$ cat src/rtl/uart_pkg.sv
// Shared UART definitions: receiver FSM encoding, default framing constants
// and the baud divider derivation also used by the transmitter.
package uart_pkg;

  typedef enum logic [2:0] {
    S_IDLE      = 3'd0,
    S_START     = 3'd1,
    S_DATA      = 3'd2,
    S_STOP      = 3'd3,
    S_WAIT_HIGH = 3'd4
  } rx_state_t;

  localparam int unsigned CLK_HZ           = 50_000_000;
  localparam int unsigned BAUD_RATE        = 115_200;
  localparam int unsigned DEF_DATA_BITS    = 8;

  function automatic int unsigned baud_div(input int unsigned clk_hz,
                                           input int unsigned baud);
    return clk_hz / baud;
  endfunction

  localparam int unsigned DEF_CLKS_PER_BIT = baud_div(CLK_HZ, BAUD_RATE);

endpackage

$ cat src/rtl/uart_rx_frontend_sync_2ff.sv
// Double-flop synchronizer for asynchronous inputs, with a selectable reset
// value so idle-high lines do not look active out of reset.
module sync_2ff #(
  parameter int unsigned           WIDTH   = 1,
  parameter logic [WIDTH-1:0]      RST_VAL = '0
) (
  input  logic             clk,
  input  logic             rst,
  input  logic [WIDTH-1:0] d,
  output logic [WIDTH-1:0] q
);

  logic [WIDTH-1:0] meta_q;

  always_ff @(posedge clk) begin
    if (rst) begin
      meta_q <= RST_VAL;
      q      <= RST_VAL;
    end else begin
      meta_q <= d;
      q      <= meta_q;
    end
  end

endmodule

$ cat src/rtl/uart_rx_frontend.sv
// 8N1 receive front end: synchronises rx, deframes with mid-bit sampling and
// holds each byte in a one-entry valid/ready buffer with framing/overrun flags.
//
// state     | meaning
// S_IDLE    | line idle, waiting for rx_s low
// S_START   | counting to mid start bit, rejecting glitches
// S_DATA    | sampling data bits at mid-bit, LSB first
// S_STOP    | sampling stop bit; completes byte or flags framing error
// S_WAIT_HIGH | break/low line after framing error, wait for rx_s high
module uart_rx_frontend
  import uart_pkg::*;
#(
  parameter int unsigned CLKS_PER_BIT = DEF_CLKS_PER_BIT,
  parameter int unsigned DATA_BITS    = DEF_DATA_BITS
) (
  input  logic                 clk,
  input  logic                 rst,
  input  logic                 rx,
  output logic [DATA_BITS-1:0] o_data,
  output logic                 o_valid,
  input  logic                 i_ready,
  output logic                 o_frame_err,
  output logic                 o_overrun,
  input  logic                 i_clr_err,
  output logic                 o_busy
);

  localparam int unsigned CW = $clog2(CLKS_PER_BIT);
  localparam int unsigned IW = $clog2(DATA_BITS) + 1;
  localparam int unsigned H  = CLKS_PER_BIT / 2;

  localparam logic [CW-1:0] CNT_HALF = CW'(H - 1);
  localparam logic [CW-1:0] CNT_LAST = CW'(CLKS_PER_BIT - 1);
  localparam logic [IW-1:0] IDX_LAST = IW'(DATA_BITS - 1);

  logic                 rx_s;
  rx_state_t            state_q, state_d;
  logic [CW-1:0]        cnt_q, cnt_d;
  logic [IW-1:0]        idx_q, idx_d;
  logic [DATA_BITS-1:0] shreg_q, shreg_d;
  logic                 byte_done;
  logic                 frame_err_d;
  logic                 pop;
  logic                 load;
  logic                 overrun_set;
  logic [DATA_BITS-1:0] data_d;
  logic                 valid_d;
  logic                 overrun_d;

  sync_2ff #(
    .WIDTH   (1),
    .RST_VAL (1'b1)
  ) u_sync_rx (
    .clk (clk),
    .rst (rst),
    .d   (rx),
    .q   (rx_s)
  );

  always_ff @(posedge clk) begin
    if (rst) begin
      state_q     <= S_IDLE;
      cnt_q       <= '0;
      idx_q       <= '0;
      shreg_q     <= '0;
      o_data      <= '0;
      o_valid     <= 1'b0;
      o_frame_err <= 1'b0;
      o_overrun   <= 1'b0;
    end else begin
      state_q     <= state_d;
      cnt_q       <= cnt_d;
      idx_q       <= idx_d;
      shreg_q     <= shreg_d;
      o_data      <= data_d;
      o_valid     <= valid_d;
      o_frame_err <= frame_err_d;
      o_overrun   <= overrun_d;
    end
  end

  always_comb begin
    state_d     = state_q;
    cnt_d       = cnt_q;
    idx_d       = idx_q;
    shreg_d     = shreg_q;
    byte_done   = 1'b0;
    frame_err_d = 1'b0;

    unique case (state_q)
      S_IDLE: begin
        if (!rx_s) begin
          state_d = S_START;
          cnt_d   = '0;
        end
      end
      S_START: begin
        if (cnt_q == CNT_HALF) begin
          cnt_d = '0;
          idx_d = '0;
          state_d = rx_s ? S_IDLE : S_DATA;
        end else begin
          cnt_d = cnt_q + 1'b1;
        end
      end
      S_DATA: begin
        if (cnt_q == CNT_LAST) begin
          shreg_d = {rx_s, shreg_q[DATA_BITS-1:1]};
          cnt_d   = '0;
          idx_d   = idx_q + 1'b1;
          if (idx_q == IDX_LAST) state_d = S_STOP;
        end else begin
          cnt_d = cnt_q + 1'b1;
        end
      end
      S_STOP: begin
        if (cnt_q == CNT_LAST) begin
          cnt_d = '0;
          if (rx_s) begin
            byte_done = 1'b1;
            state_d   = S_IDLE;
          end else begin
            frame_err_d = 1'b1;
            state_d     = S_WAIT_HIGH;
          end
        end else begin
          cnt_d = cnt_q + 1'b1;
        end
      end
      S_WAIT_HIGH: begin
        if (rx_s) state_d = S_IDLE;
      end
      default: state_d = S_IDLE;
    endcase
  end

  // A pop in the same cycle as completion frees the slot for the new byte.
  always_comb begin
    pop         = o_valid & i_ready;
    load        = byte_done & (~o_valid | pop);
    overrun_set = byte_done & o_valid & ~pop;
    data_d      = load ? shreg_q : o_data;
    valid_d     = load | (o_valid & ~pop);
    overrun_d   = overrun_set | (o_overrun & ~i_clr_err);
  end

  assign o_busy = (state_q != S_IDLE);

endmodule

$ cat config.mk
export PLATFORM = sky130hd
export DESIGN_NAME = uart_rx_frontend
export DESIGN_NICKNAME = d
export VERILOG_FILES = /design/src/rtl/uart_pkg.sv /design/src/rtl/uart_rx_frontend_sync_2ff.sv /design/src/rtl/uart_rx_frontend.sv
export SDC_FILE = /design/constraint.sdc
export NUM_CORES = 1
export LEC_CHECK = 0
export BUFFER_PORTS_ARGS = -buffer_cell sky130_fd_sc_hd__clkbuf_2
export CAP_MARGIN = 40
export CORE_ASPECT_RATIO = 1.1
export CORE_MARGIN = 2
export CORE_UTILIZATION = 52
export CTS_CLUSTER_DIAMETER = 120
export DETAILED_ROUTE_END_ITERATION = 12
export GPL_TIMING_DRIVEN = 1
export PLACE_DENSITY = 0.71
export RECOVER_POWER = 25
export SLEW_MARGIN = 20
export SYNTH_ARGS = -nofsm -noshare
export SYNTH_HDL_FRONTEND = slang
export SYNTH_SLANG_ARGS = --single-unit
$ cat constraint.sdc
create_clock -name clk -period 4.9 [get_ports clk]
set_input_delay 0.735 -clock clk [delete_from_list [all_inputs] [get_ports clk]]
set_output_delay 0.735 -clock clk [all_outputs]
set_load 0.005 [all_outputs]
# Word level (Yosys, flattened, before mapping)
# Index checks and enable logic that the tools add are counted.
[op_classes] n_addsub=2 mul=0 div=0 n_lt_le_gt_ge=0 n_eq_ne=13 shift=0 muxes=20 n_bitwise=14 reduce_logical=10
[op_table] cell="$mux W9" count=3
[op_table] cell="$pmux W9 S3" count=1
[op_table] cell="$mux W3" count=7
[op_table] cell="$pmux W3 S5" count=1
[op_table] cell="$ne A2 B2 Y1 const B" count=5
[op_table] cell="$add A9 B1 Y9 const B" count=1
[op_table] cell="$eq A9 B8 Y1 const B" count=1
[op_table] cell="$eq A9 B9 Y1 const B" count=1
[op_table] cell="$mux W4" count=2
[op_table] cell="$pmux W4 S2" count=1
[op_table] cell="$and A1 B1 Y1" count=6
[op_table] cell="$eq A3 B2 Y1 const B" count=2
[op_table] cell="$reduce_and A6 Y1" count=1
[op_table] cell="$reduce_bool A3 Y1" count=2
[op_table] cell="$not A1 Y1" count=5
[op_table] cell="$add A4 B1 Y4 const B" count=1
[op_table] cell="$eq A4 B3 Y1 const B" count=1
[op_table] cell="$mux W1" count=4
[op_table] cell="$reduce_and A2 Y1" count=2
[op_table] cell="$eq A3 B1 Y1 const B" count=1
[op_table] cell="$eq A3 B3 Y1 const B" count=1
[op_table] cell="$logic_not A3 Y1" count=1
[op_table] cell="$or A1 B1 Y1" count=3
[op_table] cell="$reduce_and A3 Y1" count=1
[op_table] cell="other kinds (5)" count=5
[word_totals] regBits=37 latch_bits=0 ramBits=0 rom_bits=0 input_bits=5 out_inout_bits=12 mem_count=0

# Longest topological paths before layout
[depth] depth_word=6 ltp_mapped=7

# Cells and area by module
# A second synthesis with hierarchy kept.
[unflattened] hier_cells=203 area_unflattened_um2=1685.4
[by_module_without_submodules] mod="uart_rx_frontend" n_inst=1 cells_each=199 area_each_um2=1632.8 seq_area_each_um2=700.7
[by_module_without_submodules] mod="sync_2ff" n_inst=1 cells_each=4 area_each_um2=52.6 seq_area_each_um2=40.0

# Least setup slack after synthesis
# No wires, ideal clock.
[synth_path] path_kind="reg2reg" start="reg cnt_q[6]" end="reg o_data[0]" setup_ns=0.128 t_arrival_ns=1.865 path_slack_ns=2.908 path_stages_with_launch=7 n_path_buf=2 cell_sequence="dfxtp_1 -> buf_6 -> or4b_1 -> buf_2 -> nor4_4 -> mux2i_1 -> nor2_1"
[synth_via] elab_chain_cells=4
[synth_rtl] item="start, declared" line_no="uart_rx_frontend.sv:38" source="logic [CW-1:0] cnt_q, cnt_d;"
[synth_rtl] item="start signal, assigned" line_no="uart_rx_frontend.sv:72" source="cnt_q <= cnt_d;"
[synth_rtl] item="$eq A9 B9 Y1" line_no="uart_rx_frontend.sv:117" source="if (cnt_q == CNT_LAST) begin"
[synth_rtl] item="$mux W1" line_no="uart_rx_frontend.sv:117"
[synth_rtl] item="$mux W1" line_no="uart_rx_frontend.sv:90" source="unique case (state_q)"
[synth_rtl] item="$and A1 B1 Y1" line_no="uart_rx_frontend.sv:140" source="load = byte_done & (~o_valid | pop);"
[synth_rtl] item="end signal, assigned" line_no="uart_rx_frontend.sv:75" source="o_data <= data_d;"
[synth_rtl] item="end, declared" line_no="uart_rx_frontend.sv:19" source="output logic [DATA_BITS-1:0] o_data,"
# No other way between the ends.
# A chain may end at the register's enable or synchronous reset.

# Worst setup path after layout
[layout_path] start="reg cnt_q[7]" end="reg o_data[4]"
# Same word-level chain as after synthesis.

==> metrics.md <==
| Metric | Value |
|---|---|
| Outcome | finished with violations |
| Failing checks | max-capacitance violations, max-slew violations |
| Die area | 0.00382 mm² |
| Critical path capture point type | flop |
| Synth Area per Inst | 8.40 µm² |
| R2R cell count | 4 |
| Most common cell after layout, fill and taps aside | dfxtp_1 |
| Commonest cells after routing, fill and taps aside | dfxtp_1 (37), nand2_1 (29), a21oi_1 (24), nor2_1 (16), clkbuf_2 (14) |
| Hold path startpoint | u_sync_rx.meta_q |
| Post-detail-place hpwl | 2350 µm |
| Grt total ovfl | 0 |
| Area Overhead vs Synth | 8.93% |
| Util after Layout | 0.578 |
| Sequential cell area fraction in the yosys report | 0.426 |
| Vias | 1462 |
| R2R setup slack | 2.63 ns |
| Total internal power | 0.429 mW |
| Root Buffer | clkbuf_4 |
| Final Max Tran Viols | 39 |
| Ports | 17 |
| Vias/cell | 5.73 |
| Routed WL per cell | 13.2 µm |
| Number of diodes | 0 |
| Hold path endpoint | u_sync_rx.q |
| CTS Sinks | 37 |
| Synth warn | 0 |
| Worst skew pair latency | 0.34 ns |
| Final period util | 0.462 |
| Unrepaired setup endpoints after global routing | no |
| CTS Hold Bufs | 0 |
| Startpoint Class | flop |
| Clock slew at reported path FFs | 0.11 ns |
| Comb power frac | 0.028 |
| Type of the worst min-delay path | flop to flop |
| Rows | 22 |
| H-tree depth | 2 |
| Flop and latch count out of synthesis | 37 |
| Peak VDD IR | 0.000144 V |
| Worst path max stage delay | 0.71 ns |
| Final Total Pwr | 0.540 mW |
| DRT Pass-1 Iters | 6 |
| Final wirelength | 3360 µm |
| Post-synth EDFFs | 0 |
| Worst Path Required | 5.08 ns |
| Final Hold Violating Endpoints | 0 |
| Pin count of the biggest net entering global routing | 39 |
| Vias in the first global route | 1308 |
| Die Ht | 64.6 µm |
| Leakage power | 0.634 nW |
| Iter 0 DRT Violations | 101 |
| Starting Density | 0.531 |
| PortBufs | 16 |
| Slew headroom | -0.0119 |
| Clk network pwr share | 0.410 |
| Seq pwr share | 0.562 |
| Critical Path Slowest Stage Cell | nor4_4 |
| R2R Path End | o_data[4] |
| GRT Overall Usage | 0.197 |
| Num CTS Buffers | 5 |
| Synth Flop Type | dfxtp_1 |
| Top achievable clock speed | 0.441 GHz |
| Post-Route Skew | 0.00447 ns |
| Final TNS setup | 0 ns |
| Layout cell share with drive strength beyond 1 | 0.123 |
| Minimum clock period | 2.27 ns |
| Pwr Density | 285 mW/mm² |
| GPL Wtd Cong | 0.784 |
| Switch Pwr | 0.111 mW |
| Switching Fraction | 0.205 |
| CP arrival | 2.44 ns |
| Distinct cells, synth | 40 |
| Core box area | 0.00328 mm² |
| Hold path depth | 1 |
| Slew @ Worst Pin | 1.52 ns |
| Global-route wire length before repair | 5840 µm |
| CP Class | flop to flop |
| # DRC | 0 |
| Resized cells post-CTS | 0 |
| NumNets Final | 227 |
| Reg-to-reg critical path startpoint | cnt_q[7] |
| CTS tree | done |
| Antenna-violating nets left | 0 |
| Crit path cell chain | or4b_1 > nor4_4 > mux2i_1 > nor2_1 |
| Number of setup buffers added after CTS | 0 |
| Post-synth ARST share | 0 |
| Initial antenna violation count | 0 |
| Cells after Synth | 207 |
| # Max-Cap Violations | 1 |
| Post-Syn Nets | 216 |
| Clk buf depth | 2 |
| # setup viols final | 0 |
| Die width | 59.1 µm |
| Worst-path fanout max | 8 |
| Mapped Area | 0.00174 mm² |
## Yosys cell counts, types with 2 or more instances
| master | number | area share |
|---|---|---|
| inv_1 | 3 | 0.0065 |
| nand3_1 | 7 | 0.020 |
| mux2i_1 | 10 | 0.058 |
| or3b_1 | 2 | 0.010 |
| ha_1 | 4 | 0.029 |
| dfxtp_1 | 37 | 0.43 |
| o22ai_1 | 8 | 0.029 |
| clkbuf_1 | 10 | 0.022 |
| or2_2 | 3 | 0.011 |
| nor2b_1 | 5 | 0.018 |
| nand4b_1 | 2 | 0.010 |
| o21ai_1 | 3 | 0.0086 |
| o21a_1 | 3 | 0.013 |
| nand2b_1 | 5 | 0.018 |
| and2_1 | 3 | 0.011 |
| a21oi_1 | 24 | 0.069 |
| nor4_1 | 3 | 0.011 |
| nand2_1 | 29 | 0.063 |
| nor2_1 | 16 | 0.035 |
| or3_1 | 2 | 0.0072 |
| a211oi_1 | 2 | 0.0086 |
| nor3_1 | 7 | 0.020 |
| o31a_1 | 2 | 0.010 |
## stage by stage
step	cell area, µm²	hold slack [ns]	std cells	setup WS (ns)
after CTS	1890	0.422	254	2.66
after global placement	1810	0.391	246	2.74
final	1890	0.423	255	2.63
after detailed placement	1810	0.396	246	2.68
after floorplan	1740	0.389	207	2.91
after global routing	1890	0.454	255	2.48
## cell families after synthesis
logic type                 after synthesis  share of synthesized area
buffers and inverters                   16                     0.0396
and+or+nand+nor                         96                      0.302
DFF                                     37                      0.426
AOI/OAI and AO/OA                       44                      0.145
muxes                                   10                     0.0576
adders and majority gates                4                     0.0288
## worst max-delay path: cells and delay by family (launching register included)
| kind | cells | cell delay, ns |
|---|---|---|
| AND/OR/NAND/NOR | 3 | 1.38 |
| flip-flops | 1 | 0.46 |
| multiplexers | 1 | 0.26 |
## layout make-up
cell class,count,area [µm²]
sequential,37,741
multi-input combinational,154,928
timing repair buffer,17,82.6
clock buffer,7,55.1
fill,320,1380
tap,36,45.0
inverter,3,11.3
clock inverter,1,30.0
## registers in the layout, indices dropped and copies added, names as in the netlist
| name | cells |
|---|---|
| cnt_q | 9 |
| o_data | 8 |
| shreg_q | 8 |
| idx_q | 4 |
| state_q | 3 |
| o_frame_err | 1 |
| o_overrun | 1 |
| o_valid | 1 |
| u_sync_rx.meta_q | 1 |
| u_sync_rx.q | 1 |
## power groups by stage
stage / logic (mW) / registers [mW] / clock network [mW]
floorplan: 0.0116 / 0.310 / 0
global placement: 0.0149 / 0.310 / 0
detailed placement: 0.0152 / 0.310 / 0
CTS: 0.0152 / 0.304 / 0.227
global route: 0.0169 / 0.304 / 0.245
finish: 0.0153 / 0.304 / 0.221
## metal layers
layer	global-route usage	vias to the layer above	share of wire
li1	-	751	-
met1	0.239	691	0.45
met2	0.321	15	0.50
met3	0.0659	5	0.028
met4	0.0682	0	0.015
met5	0	-	0
## worst max path at each step
stage	startpoint	to	cells past startpoint
6_report	cnt_q[7]	o_data[4]	4
5_1_grt	cnt_q[7]	o_data[4]	4
4_1_cts	cnt_q[2]	o_data[4]	4
3_5_place_dp	cnt_q[2]	o_data[4]	4
3_3_place_gp	cnt_q[2]	o_data[0]	4
2_1_floorplan	cnt_q[6]	o_data[0]	6
(Power assumes the default switching activity.)
